`src/rtl/decoder_pkg.sv`:
```
// Shared types for the binary decoder with scan sequencer.
// Operating modes and internal sequencer states.
package decoder_pkg;

  typedef enum logic [1:0] {
    DIRECT = 2'd0,
    SCAN   = 2'd1,
    HOLD   = 2'd2,
    OFF    = 2'd3
  } dec_mode_t;

  typedef enum logic [1:0] {
    IDLE     = 2'd0,
    ACTIVE   = 2'd1,
    SCANNING = 2'd2
  } dec_state_t;

endpackage

```
`src/rtl/mod_m_counter.sv`:
```
// Scan prescaler: counts enabled cycles and ticks at max(div,1)-1.
// A compare against >= lets a shrunken divisor fire on the next cycle.
module mod_m_counter #(
  parameter int DIV_W = 16
) (
  input  logic             clk,
  input  logic             reset_n,
  input  logic             clr,
  input  logic             en,
  input  logic [DIV_W-1:0] div,
  output logic             tick
);

  logic [DIV_W-1:0] cnt_q;
  logic [DIV_W-1:0] term;

  assign term = (div == '0) ? '0 : div - DIV_W'(1);
  assign tick = en && (cnt_q >= term);

  always_ff @(posedge clk or negedge reset_n) begin
    if (!reset_n) begin
      cnt_q <= '0;
    end else if (clr || tick) begin
      cnt_q <= '0;
    end else if (en) begin
      cnt_q <= cnt_q + DIV_W'(1);
    end
  end

endmodule

```
`src/rtl/binary_decoder_scan.sv`:
```
// Registered binary-to-one-hot decoder with a self-timed scan mode.
// All outputs come straight from flops.
module binary_decoder_scan
  import decoder_pkg::*;
#(
  parameter int IN_W  = 4,
  parameter int DIV_W = 16
) (
  input  logic                   clk,
  input  logic                   reset_n,
  input  logic                   en,
  input  logic [1:0]             mode,
  input  logic [IN_W-1:0]        binary_in,
  input  logic [DIV_W-1:0]       div,
  output logic [(1<<IN_W)-1:0]   one_hot_out,
  output logic [IN_W-1:0]        index_out,
  output logic                   valid,
  output logic                   wrap
);

  localparam int OUT_W = 1 << IN_W;

  dec_mode_t  m;
  dec_state_t state_q;
  dec_state_t state_d;

  logic [IN_W-1:0]  idx_d;
  logic             valid_d;
  logic             wrap_d;
  logic [OUT_W-1:0] oh_d;

  logic go_off;
  logic go_direct;
  logic go_load;
  logic go_run;
  logic cnt_clr;
  logic tick;

  assign m = dec_mode_t'(mode);

  assign go_off    = !en || (m == OFF);
  assign go_direct = !go_off && (m == DIRECT);
  assign go_load   = !go_off && (m == SCAN)
                     && (state_q != SCANNING);
  assign go_run    = !go_off && (m == SCAN)
                     && (state_q == SCANNING);
  assign cnt_clr   = go_off || go_direct || go_load;

  mod_m_counter #(
    .DIV_W(DIV_W)
  ) u_presc (
    .clk    (clk),
    .reset_n(reset_n),
    .clr    (cnt_clr),
    .en     (go_run),
    .div    (div),
    .tick   (tick)
  );

  always_comb begin
    state_d = state_q;
    idx_d   = index_out;
    valid_d = valid;
    wrap_d  = 1'b0;
    unique case (1'b1)
      go_off: begin
        state_d = IDLE;
        valid_d = 1'b0;
      end
      go_direct: begin
        state_d = ACTIVE;
        idx_d   = binary_in;
        valid_d = 1'b1;
      end
      go_load: begin
        state_d = SCANNING;
        idx_d   = binary_in;
        valid_d = 1'b1;
      end
      go_run: begin
        if (tick) begin
          idx_d  = index_out + 1'b1;
          wrap_d = &index_out;
        end
      end
      default: ;
    endcase
    oh_d = valid_d ? (OUT_W'(1) << idx_d) : '0;
  end

  always_ff @(posedge clk or negedge reset_n) begin
    if (!reset_n) begin
      state_q     <= IDLE;
      index_out   <= '0;
      valid       <= 1'b0;
      wrap        <= 1'b0;
      one_hot_out <= '0;
    end else begin
      state_q     <= state_d;
      index_out   <= idx_d;
      valid       <= valid_d;
      wrap        <= wrap_d;
      one_hot_out <= oh_d;
    end
  end

endmodule

```
`config.mk`:
```
export PLATFORM = sky130hd
export DESIGN_NAME = binary_decoder_scan
export DESIGN_NICKNAME = d
export VERILOG_FILES = /design/src/rtl/decoder_pkg.sv /design/src/rtl/mod_m_counter.sv /design/src/rtl/binary_decoder_scan.sv
export SDC_FILE = /design/constraint.sdc
export NUM_CORES = 1
export LEC_CHECK = 0
export CORE_ASPECT_RATIO = 1.75
export CORE_MARGIN = 4
export CORE_UTILIZATION = 49
export CTS_BUF_LIST = sky130_fd_sc_hd__clkbuf_4 sky130_fd_sc_hd__clkbuf_8
export DETAILED_ROUTE_END_ITERATION = 10
export PLACE_DENSITY = 0.78
export SYNTH_ARGS = -nofsm -noshare
export SYNTH_HDL_FRONTEND = slang
export SYNTH_SLANG_ARGS = --single-unit
```
`constraint.sdc`:
```
create_clock -name clk -period 2.5 [get_ports clk]
set_clock_uncertainty 0.05 [all_clocks]
set_input_delay 0.375 -clock clk [delete_from_list [all_inputs] [get_ports clk]]
set_output_delay 0.375 -clock clk [all_outputs]
set_load 0.01 [all_outputs]
```
; Word level (Yosys, flattened, before mapping)
; Index checks and enable logic that the tools add are counted.
[totals]
ff_bits = 40
out_inout_bits = 22
wordCells = 42
[op_classes]
addsub = 3
order_cmp = 1
eq_ne = 4
n_shift = 1
n_mux = 10
n_reduce_logical = 17
[op_table]
columns = op, count
row1 = $mux 16, 4
row2 = $add 16x1->16 const B, 1
row3 = $ge 16x16->1, 1
row4 = $logic_not 16->1, 1
row5 = $shl 1x4->16 const A, 1
row6 = $sub 16x1->16 const B, 1
row7 = $pmux 4 s2, 1
row8 = $pmux 2 s3, 1
row9 = $logic_and 1x1->1, 5
row10 = $add 4x1->4 const B, 1
row11 = $eq 2x2->1 const B, 2
row12 = $logic_or 1x1->1, 4
row13 = $mux 4, 1
row14 = $reduce_and 4->1, 1
row15 = $reduce_bool 3->1, 1
row16 = $eq 2x1->1 const B, 1
row17 = $logic_not 1->1, 2
row18 = $logic_not 2->1, 1
row19 = $mux 1, 2
row20 = $ne 2x2->1 const B, 1
row21 = $pmux 1 s2, 1
row22 = $reduce_bool 2->1, 1
row23 = $reduce_or 2->1, 1

; Depth between registers and ports, before layout
[logic_depth]
word_depth = 10
ltp_mapped = 15
depth_no_buf = 14

; Hierarchy
; A second synthesis with hierarchy kept.
[unflattened]
cells_unflattened = 266
hier_area_um2 = 2588.7
[modules_own_cells]
columns = module, n_inst, cells_each, area_per_inst_um2, seq_area_each_um2
row1 = mod_m_counter, 1, 182, 1540.2, 400.4
row2 = binary_decoder_scan, 1, 84, 1048.5, 600.6

; Worst setup path before layout
; Ideal clock, no wire load.
[synth_path]
path_type = input to register
from = in div[11]
to = reg one_hot_out[11]
setup_ns = 0.101
t_arrival_ns = 3.315
required_time_ns = 2.349
path_slack_ns = -0.966
path_stages = 12
path_buffers = 1
cell_sequence = or4_1 -> nor2_1 -> nand4_1 -> and2_1 -> ha_1 -> nand2b_4 -> a2111o_1 -> a31oi_4 -> and2_4 -> buf_8 -> mux2_4 -> nor4_1
[synth_between]
elab_chain_len = 8
[synth_rtl]
columns = item, line
row1 = from (decl), binary_decoder_scan.sv:14  ; input logic [DIV_W-1:0] div,
row2 = $sub 16x1->16 / $logic_not 16->1 (equally long branches), mod_m_counter.sv:17  ; assign term = (div == '0) ? '0 : div - DIV_W'(1);
row3 = $mux 16 (*), mod_m_counter.sv:17
row4 = $ge 16x16->1 (*), mod_m_counter.sv:18  ; assign tick = en && (cnt_q >= term);
row5 = $logic_and 1x1->1 (*), mod_m_counter.sv:18
row6 = $mux 4 (*), binary_decoder_scan.sv:81  ; if (tick) begin
row7 = $pmux 4 s2 (*), binary_decoder_scan.sv:65  ; unique case (1'b1)
row8 = $shl 1x4->16 (*), binary_decoder_scan.sv:88  ; oh_d = valid_d ? (OUT_W'(1) << idx_d) : '0;
row9 = $mux 16 (*), binary_decoder_scan.sv:88
row10 = net oh_d[11], binary_decoder_scan.sv:30  ; logic [OUT_W-1:0] oh_d;
row11 = to (signal assigned), binary_decoder_scan.sv:103  ; one_hot_out <= oh_d;
row12 = to (decl), binary_decoder_scan.sv:15  ; output logic [(1<<IN_W)-1:0] one_hot_out,
; The timed path passes the listed nets; every way through them passes the cells marked *.
; A chain may end at the register's enable or synchronous reset.

; Worst setup path after layout
[layout_path]
from = in div[9]
to = reg one_hot_out[9]
; Same word-level chain as after synthesis.

==> out/qor_table.md <==
| Quantity | Value | Unit |
|---|---|---|
| DR DRC count | 0 | - |
| Synthesized area per cell | 8.982 | µm² |
| Overall via count from detail_route | 2723 | - |
| Ordered list of cells on the worst path | buf_8 > or4_4 > or3_4 > xnor2_2 > nand2_1 > ha_4 > nand4_1 > nor3_2 > a31oi_4 > and2_4 > mux2_4 > nor4_2 | - |
| Max-cap violation count | 0 | - |
| # placed instances | 445 | - |
| Met2 layer wire length in the routed design | 4887 | µm |
| Maximum clock path buffer count | 2 | - |
| Post-route minimum period | 3403 | ps |
| Tcrit/Tclk final | 136.1 | % |
| Largest driver fanout on the critical path | 6 | - |
| Pwr/cell area | 416.4 | nW/µm² |
| VDD IR max | 0.0004858 | V |
| Endpoints failing hold | 0 | - |
| Netlist area before placement | 2659 | µm² |
| Core area | 5255 | µm² |
| Proportion of netlist area held by the largest area contributor | 37.65 | % |
| Clock sinks | 40 | - |
| Outcome | complete, but fails checks | - |
| Starting density of the core | 50.60 | % |
| WS Path Type | primary input to flip-flop | - |
| Maximum number of pins on one net before global-route repair | 41 | - |
| Layout overhead on the synthesized area | 57.04 | % |
| Worst slew pin tran | 903.6 | ps |
| Cell type with the largest total area after synthesis | dfrtp_1 | - |
| DR vias/cell | 5.856 | - |
| Most frequent cells after synthesis | dfrtp_1 (40), nand2_1 (34), nor2_1 (32) | - |
| CP endpoint kind | flip-flop | - |
| Sw frac | 28.39 | % |
| Top Ports | 47 | - |
| Total congestion overflow | 0 | - |
| Top cell family by delay on the critical path | simple AND/OR/NAND/NOR gates | - |
| Top FF cell, synth | dfrtp_1 | - |
| Part of the power in registers | 39.6 | % |
| Global-route wire length before repair | 13590 | µm |
| Synthesized net count | 341 | - |
| Final Slew Violations | 0 | - |
| Post-detailed-route wirelength per cell | 18.44 | µm |
| Height of the chip | 105.4 | µm |
| Diodes inserted | 0 | - |
| Number of clock buffers inserted by TritonCTS | 5 | - |
| Total Wirelength | 8575 | µm |
| Cell area after layout | 4175 | µm² |
| Gr usage total | 25.74 | % |
| Final cell count without fillers | 465 | - |
| Final layout net count | 455 | - |
| Antenna Nets Post-Route | 0 | - |
| Endpoint arrival time on the critical path | 3550 | ps |
| Layout cells sized above 1 | 34.15 | % |
| Final Wtd Congestion | 0.9401 | - |
| LEAKAGE | 1.843 | nW |
| YS warnings | 0 | - |
| CTS tree | done | - |
| Total of flip-flops plus latches after synthesis | 40 | - |
| Leading cell type by number of instances after synthesis | dfrtp_1 | - |
| Worst slew margin relative to its limit | 39.76 | % |
| Sequential fraction of the synthesis area | 37.65 | % |
| Net switching power | 0.4935 | mW |
| Pint | 1.245 | mW |
| Power share of the clock group | 35.7 | % |
| Startpoint type of the worst setup path | primary input | - |
| Max Fclk | 293.9 | MHz |
| Number of port buffers | 46 | - |
| Delay of the slowest critical-path stage | 570 | ps |
| Initial detailed-routing violation count | 130 | - |
| Cell count after synthesis | 296 | - |
| Buffers & Inverters on Critical Path | 1 | - |
| Clock-pin slew of the registers on the worst-case setup and hold paths | 80 | ps |
| Buffer cell driving the clock tree root | clkbuf_8 | - |
| Setup repair after global routing missed its margin | true | - |
| Via count of the first global-routing pass | 3038 | - |
| Number of H-tree branching levels | 2 | - |
| Met1 WL | 2828 | µm |
| Overall die area | 6715 | µm² |
| Hold Buf Count CTS | 0 | - |
| Post-placement cell area | 3577 | µm² |
| Chip width | 63.69 | µm |
| Required @ worst endpoint | 2640 | ps |
| Antenna violations before repair | 0 | - |
| Part of the power in combinational logic | 24.7 | % |
| TritonRoute pass-1 iters | 4 | - |
| Final setup viols | 37 | - |
| Path type of the worst min-delay path | primary input to async pin | - |
| Post-synth EDFFs | 0 | - |
| Worst setup slack after layout | -902.9 | ps |
| Length of routed met3 wiring | 274 | µm |
| Number of different library cells in the post-synthesis netlist | 51 | - |
| Clock latency on the worst-skew pair | 290 | ps |
| Violated checks | setup timing | - |
| Final HPWL DP | 5471 | µm |
| Std-Cell Rows | 35 | - |
| Slowest cell on the critical path | or4_4 | - |
| Async set or reset register ratio after synthesis | 100.0 | % |
| Top sig layer | met4 | - |
| Cell types with the largest area share after synthesis | dfrtp_1 (38%), ha_1 (9.4%), xor2_1 (5.9%) | - |
==> per-stage QoR <==
stage	setup TNS [ps]	worst slack, ps	hold WS [ps]	power (mW)	utilization [%]
final	-29030	-902.9	148.2	1.738	79.45
after global routing	-32250	-989.7	203.2	1.810	79.45
after CTS	-25640	-819.8	188.0	1.685	76.33
after detailed placement	-51630	-1627	495.2	1.039	68.07
after global placement	-47240	-1459	486.4	1.032	68.07
after floorplan	-28390	-877.0	29.41	0.8569	-
==> logic make-up (layout without fill, tap and decap cells) <==
| logic type | after synthesis | count (layout) | share of synthesized area (%) |
|---|---|---|---|
| AND/OR/NAND/NOR | 148 | 148 | 28.61 |
| adder cells (fa/ha/maj) | 20 | 20 | 9.412 |
| AO/OA/AOI/OAI | 40 | 40 | 10.54 |
| flip-flops | 40 | 40 | 37.65 |
| buffers and inverters | 17 | 130 | 3.012 |
| multiplexers | 4 | 5 | 1.882 |
| XOR/XNOR | 27 | 27 | 8.894 |
==> cells in the final DEF (no fill, tap or decap), drive strengths merged, types with 2 or more instances in the layout <==
cell type       n
a21oi          10
a22oi           3
a31oi           3
and2            4
and3            3
buf            71
bufinv          2
clkbuf          7
clkdlybuf4s15   2
clkdlybuf4s50  31
dfrtp          40
dlygate4sd2     4
ha             20
inv            13
mux2            3
mux2i           2
nand2          34
nand2b          5
nand3          11
nand3b          3
nand4           6
nor2           32
nor2b           5
nor3           21
nor3b           7
nor4           11
o21ai          11
o32a            2
or4             2
xnor2           9
xor2           18
==> worst paths after layout <==
check / from / end / slack [ps] / depth (start not counted)
max in group asynchronous: reset_n / one_hot_out[1]$_DFF_PN0_ / 1680 / 1
min in group clk: u_presc.cnt_q[15]$_DFFE_PN0P_ / u_presc.cnt_q[15]$_DFFE_PN0P_ / 550 / 2
setup reg to reg: u_presc.cnt_q[0]$_DFFE_PN0P_ / one_hot_out[9]$_DFF_PN0_ / -110 / 8
hold reg to reg: u_presc.cnt_q[15]$_DFFE_PN0P_ / u_presc.cnt_q[15]$_DFFE_PN0P_ / 550 / 2
hold / removal: reset_n / state_q[0]$_DFFE_PN0P_ / 150 / 1
setup / recovery: div[9] / one_hot_out[9]$_DFF_PN0_ / -900 / 12
==> final cells by class <==
cell class,count,area [µm²]
fill,323,1080
timing repair buffer,110,948.4
clock inverter,2,60.06
inverter,13,63.81
sequential,40,1001
clock buffer,5,68.82
tap,55,68.82
multi-input combinational,240,1964
==> metal layers <==
layer  up-vias  global-route usage, %
met5         -                      0
met4         0                  16.54
met3        36                  4.371
met2        87                  49.89
met1      1316                  23.56
li1       1284                      -
==> sequential cells by signal, summed over array words and instances, names as in the netlist <==
| register | cells |
|---|---|
| index_out | 4 |
| one_hot_out | 16 |
| state_q | 2 |
| u_presc.cnt_q | 16 |
| valid | 1 |
| wrap | 1 |
==> power groups by stage <==
stage / clock (mW) / combinational [mW] / sequential, mW
floorplan: 0 / 0.155 / 0.702
global placement: 0 / 0.333 / 0.699
detailed placement: 0 / 0.339 / 0.699
CTS: 0.622 / 0.376 / 0.687
global route: 0.658 / 0.461 / 0.692
finish: 0.620 / 0.429 / 0.689
==> timing repair <==
| item | in CTS | in global routing |
|---|---|---|
| gates cloned | 2 | 0 |
| endpoints found under the setup margin | 37 | 37 |
| buffers inserted | 9 | 4 |
| pin swaps | 30 | 24 |
| resized for setup | 81 | 37 |
(Power assumes the default switching activity.)
